### src/rtl/cluster_event_buffer.sv
// Per-core cluster event buffer: maps event sources into a 32-bit layout, latches them
// into sticky pending bits, and drives a masked wake request plus a saturating lost-event count.

module cluster_event_lane #(
    parameter int          NB_CL_EVT    = 2,
    parameter logic [7:0]  CL_EDGE_MASK = 8'h00,
    parameter int          LOST_CNT_W   = 4
) (
    input  logic                  clk_i,
    input  logic                  rst_ni,
    input  logic [31:0]           i_lvl,
    input  logic [31:0]           i_mask,
    input  logic [31:0]           i_clear,
    input  logic                  i_lost_clr,
    output logic [31:0]           o_pending,
    output logic                  o_wake,
    output logic [LOST_CNT_W-1:0] o_lost_cnt
);
    localparam logic [LOST_CNT_W-1:0] CNT_MAX = {LOST_CNT_W{1'b1}};

    logic [NB_CL_EVT-1:0]  w_cl;
    logic [31:0]           w_ev;
    logic                  w_lost;
    logic [31:0]           r_pend;
    logic [LOST_CNT_W-1:0] r_cnt;

    // Only edge-mode cluster bits carry a history flop.
    for (genvar i = 0; i < NB_CL_EVT; i++) begin : g_cl
        if (CL_EDGE_MASK[i]) begin : g_edge
            logic r_prev;
            always_ff @(posedge clk_i or negedge rst_ni) begin
                if (!rst_ni) r_prev <= 1'b0;
                else         r_prev <= i_lvl[19+i];
            end
            assign w_cl[i] = i_lvl[19+i] & ~r_prev;
        end else begin : g_lvl
            assign w_cl[i] = i_lvl[19+i];
        end
    end

    always_comb begin
        w_ev                  = i_lvl;
        w_ev[19 +: NB_CL_EVT] = w_cl;
    end

    assign w_lost = |(w_ev & r_pend & ~i_clear);

    always_ff @(posedge clk_i or negedge rst_ni) begin
        if (!rst_ni) begin
            r_pend <= '0;
            r_cnt  <= '0;
        end else begin
            r_pend <= w_ev | (r_pend & ~i_clear);
            if (i_lost_clr)                    r_cnt <= '0;
            else if (w_lost && r_cnt != CNT_MAX) r_cnt <= r_cnt + 1'b1;
        end
    end

    assign o_pending  = r_pend;
    assign o_wake     = |(r_pend & i_mask);
    assign o_lost_cnt = r_cnt;
endmodule

module cluster_event_buffer #(
    parameter int         NB_CORES     = 8,
    parameter int         NB_CL_EVT    = 2,
    parameter logic [7:0] CL_EDGE_MASK = 8'h00,
    parameter int         LOST_CNT_W   = 4
) (
    input  logic                                 clk_i,
    input  logic                                 rst_ni,
    input  logic [NB_CORES-1:0][7:0]             sw_events_i,
    input  logic [NB_CORES-1:0][1:0]             dma_events_i,
    input  logic [NB_CORES-1:0][1:0]             timer_events_i,
    input  logic [NB_CORES-1:0][3:0]             acc_events_i,
    input  logic [NB_CORES-1:0]                  barrier_events_i,
    input  logic [NB_CORES-1:0]                  mutex_events_i,
    input  logic [NB_CORES-1:0]                  dispatch_events_i,
    input  logic [NB_CORES-1:0][NB_CL_EVT-1:0]   cluster_events_i,
    input  logic                                 periph_fifo_event_i,
    input  logic [NB_CORES-1:0][31:0]            evt_mask_i,
    input  logic [NB_CORES-1:0][31:0]            evt_clear_i,
    input  logic [NB_CORES-1:0]                  lost_clr_i,
    output logic [NB_CORES-1:0][31:0]            pending_o,
    output logic [NB_CORES-1:0]                  wake_o,
    output logic [NB_CORES-1:0][LOST_CNT_W-1:0]  lost_cnt_o
);
    logic [NB_CORES-1:0][31:0] w_lvl;

    // Raw level map; reserved bits stay zero so they can never become pending.
    always_comb begin
        for (int c = 0; c < NB_CORES; c++) begin
            w_lvl[c]                  = '0;
            w_lvl[c][7:0]             = sw_events_i[c];
            w_lvl[c][9:8]             = dma_events_i[c];
            w_lvl[c][11:10]           = timer_events_i[c];
            w_lvl[c][15:12]           = acc_events_i[c];
            w_lvl[c][16]              = barrier_events_i[c];
            w_lvl[c][17]              = mutex_events_i[c];
            w_lvl[c][18]              = dispatch_events_i[c];
            w_lvl[c][19 +: NB_CL_EVT] = cluster_events_i[c];
            w_lvl[c][27]              = periph_fifo_event_i;
        end
    end

    for (genvar c = 0; c < NB_CORES; c++) begin : g_core
        cluster_event_lane #(
            .NB_CL_EVT    (NB_CL_EVT),
            .CL_EDGE_MASK (CL_EDGE_MASK),
            .LOST_CNT_W   (LOST_CNT_W)
        ) u_lane (
            .clk_i      (clk_i),
            .rst_ni     (rst_ni),
            .i_lvl      (w_lvl[c]),
            .i_mask     (evt_mask_i[c]),
            .i_clear    (evt_clear_i[c]),
            .i_lost_clr (lost_clr_i[c]),
            .o_pending  (pending_o[c]),
            .o_wake     (wake_o[c]),
            .o_lost_cnt (lost_cnt_o[c])
        );
    end
endmodule

### config.mk
export PLATFORM = sky130hd
export DESIGN_NAME = cluster_event_buffer
export DESIGN_NICKNAME = d
export VERILOG_FILES = /design/src/rtl/cluster_event_buffer.sv
export SDC_FILE = /design/constraint.sdc
export NUM_CORES = 1
export LEC_CHECK = 0
export CAP_MARGIN = 25
export CORE_AREA = 2 2 379 381
export CTS_BUF_LIST = sky130_fd_sc_hd__clkbuf_16
export DETAILED_ROUTE_END_ITERATION = 12
export DIE_AREA = 0 0 381 383
export GPL_TIMING_DRIVEN = 0
export PLACE_DENSITY = 0.3
export SKIP_LAST_GASP = 1
export SLEW_MARGIN = 20
export SYNTH_ARGS = -nofsm -noshare
export SYNTH_HDL_FRONTEND = slang
export SYNTH_SLANG_ARGS = --single-unit
export TNS_END_PERCENT = 5
### constraint.sdc
create_clock -name clk_i -period 2.79 [get_ports clk_i]
set_input_delay 0.279 -clock clk_i [delete_from_list [all_inputs] [get_ports clk_i]]
set_output_delay 0.279 -clock clk_i [all_outputs]
set_load 0.01 [all_outputs]
==> impl_metrics.tcl <==
set metrics [dict create \
    status "complete, but fails checks" \
    violations "setup timing" \
    ir_drop_mv 0.4168 \
    chipWidth_um 381 \
    layout_worst_path_cycle_share_pct 119.1 \
    design_area_um2 27980 \
    clkPwrFrac_pct 42.4 \
    clk_pin_slew_ps 60 \
    max_slew_margin_pct 40.50 \
    endpoint_kind "primary output" \
    setup_ws_ps -533.7 \
    synth_top_cell_by_area "dfrtp_1" \
    io_buffers 985 \
    synthTopCellsByArea "dfrtp_1 51%, a21o_1 9.3%, nand3b_1 8.7%" \
    avgRoutedWirePerCell_um 24.22 \
    p_leak_nw 11.53 \
    gp_congestion 0.9581 \
    dieArea_um2 145900 \
    clkLatencyLatePin_ps 600 \
    synth_top_area_share_pct 50.97 \
    vias 14935 \
    grt_pass1_wl_mm 137.8 \
    grt_overflow 0 \
    power.total_w 0.01352 \
    p_sw_share_pct 29.42 \
    synthArstFlopShare_pct 100.0 \
    antenna_left 0 \
    yosysSeqAreaShare_pct 50.97 \
    fin_skew_ps 13.26 \
    clk_path_buf_depth 3 \
    reg2reg_from "g_core[3].u_lane.o_pending[11]" \
    final_core_util_pct 19.67 \
    drt_iter0_drc 679 \
    crit_path_start_kind "flop" \
    path_max_fanout 2 \
    combPwrFrac_pct 21.8 \
    post-place-ws_ps -971.7 \
    placed_cells 4206 \
    switchingPower_w 0.003977 \
    synth-edff-count 0 \
    cts_inserted_buffers 45 \
    antenna_found_initial 21 \
    ios 987 \
    cts_tree "done" \
    synth_area_per_cell_um2 10.77 \
    grt_setup_unrepaired "true" \
    clkSinkCount 288 \
    wl_mm 104.0 \
    firstDrtPassIters 4 \
    yosysWarnings 0 \
    startpoint "g_core[3].u_lane.o_pending[9]" \
    p_seq_share_pct 35.7 \
    setup_viol 8 \
    die_h_um 383 \
    critical_path_class "flop to primary output" \
    syn_area_um2 14140 \
    internal-power_w 0.009538 \
    hold_violations 0 \
    grt_usage_pct 13.70 \
    ys_types 42 \
    fillers 15742 \
    fmax_ghz 0.3009 \
    cpPeakStageDelay_ps 860 \
    rows 139 \
    cp_slowest_cell "or4_4" \
    dpl.hpwl_mm 89.76 \
    grt_pass1_vias 15975 \
    crit_required_ps 2510 \
    grt_max_degree 78 \
    final_cells 4296 \
    final_nets 3050 \
    slew_violations 0 \
    layout_common_cells "983 x clkdlybuf4s50_1, 285 x dfrtp_1, 196 x inv_1" \
    synth_seq_cells 288 \
    cap_violations 0 \
    post_drt_via_cell_ratio 3.476 \
    core_area_um2 142300 \
    synthCells 1313 \
    start_util_pct 9.938 \
    synth_flop_cell "dfrtp_1" \
    worst_pin_slew_ps 889.8 \
    root_buffer "clkbuf_16" \
    final_common_cell "clkdlybuf4s50_1" \
    syn_nets 2012 \
    multiInputGateArea_um2 6192 \
    finalCriticalPeriod_ps 3324 \
    crit_path_cell_trace "a22oi_2, nand4_1, or4_4, buf_6" \
    syn_to_final_growth_pct 97.93 \
    holdCritPathClass "input port to async pin" \
    drc 0 \
    arrival_ps 3040 \
    cts_max_level 2 \
    power_density_nw_per_um2 483.0 \
    placed_area_um2 26500 \
    regArea_um2 7211 \
    drive_gt1_share_pct 4.774 \
]
==> metal layers <==
metal / vias to the layer above / global-route usage [%] / part of all wire (%)
met1: 7380 / 15.98 / 40
met3: 89 / 3.831 / 6.4
li1: 6891 / - / -
met2: 565 / 24.88 / 52
met4: 10 / 2.635 / 1.6
met5: - / 0 / 0.050
==> synth_stat cells (all sizes together), types with 9 or more instances <==
| cell type | n |
|---|---|
| nand2 | 16 |
| a21o | 176 |
| inv | 183 |
| nor2 | 20 |
| dfrtp | 288 |
| nand4 | 76 |
| nand3b | 167 |
| buf | 10 |
| and3 | 15 |
| nor4 | 9 |
| nand2b | 16 |
| nor2b | 96 |
| a22oi | 128 |
| nand3 | 9 |
| a21oi | 21 |
==> flip-flops by register name (all words and copies together), names as in the netlist <==
signal                    flops
g_core.u_lane.o_lost_cnt     32
g_core.u_lane.o_pending     256
==> critical path: cells and delay by family (launching register included) <==
| family | cells | cell delay [ps] |
|---|---|---|
| AO/OA/AOI/OAI | 1 | 220 |
| buffers and inverters | 1 | 170 |
| AND/OR/NAND/NOR | 2 | 1570 |
| flip-flops | 1 | 460 |
==> power by group through the flow <==
stage | sequential (W) | combinational, W | clock, W
2_1_floorplan | 0.00485 | 0.000736 | 0
3_3_place_gp | 0.00491 | 0.00296 | 0
3_5_place_dp | 0.00491 | 0.00300 | 0
4_1_cts | 0.00484 | 0.00302 | 0.00608
5_1_grt | 0.00487 | 0.00318 | 0.00622
6_report | 0.00483 | 0.00295 | 0.00573
==> metrics by stage <==
| stage | hold WS [ps] | setup TNS, ps |
|---|---|---|
| after floorplan | -16.59 | 0 |
| after global placement | 511.3 | -4148180 |
| after detailed placement | 95.36 | -3683 |
| after CTS | 10.30 | -5265 |
| after global routing | 40.14 | -5565 |
| final | 89.65 | -3393 |
==> cells by family after synthesis <==
family / count (synthesis) / share of synthesized area, %
muxes: 15 / 1.150
buffers and inverters: 193 / 5.398
adders and majority gates: 8 / 0.7080
AOI/OAI and AO/OA: 359 / 19.11
and+or+nand+nor: 450 / 22.66
DFF: 288 / 50.97
==> final timing paths <==
kind / to / slack (ps) / depth (start not counted)
worst max-delay path: wake_o[3] / -530 / 4
worst min-delay path: g_core[1].u_lane.o_pending[23] / 90 / 2
worst max register to register: g_core[3].u_lane.o_lost_cnt[3] / 190 / 5
worst min register to register: g_core[4].u_lane.o_pending[30] / 530 / 1
max in group asynchronous: g_core[0].u_lane.o_pending[16] / 1130 / 5
min in group clk_i: g_core[6].u_lane.o_pending[22] / 210 / 2
==> final cells by class <==
class / instances / share of cell area [%]
Clock buffer: 47 / 4.203
Sequential cell: 288 / 25.77
Clock inverter: 37 / 0.9121
Timing Repair Buffer: 992 / 35.74
Tap cell: 1903 / 8.508
Buffer: 9 / 0.2459
Inverter: 183 / 2.455
Antenna cell: 5 / 0.04471
Multi-Input combinational cell: 832 / 22.13
==> repair_timing <==
action | in CTS | in global routing
setup buffers | 1 | 0
hold endpoints to repair | 75 | 0
hold buffers | 1 | 0
resized for setup | 13 | 2
setup endpoints to repair | 12 | 12
pin swaps | 3 | 1
Note: power is estimated with default switching activity, not from simulation.
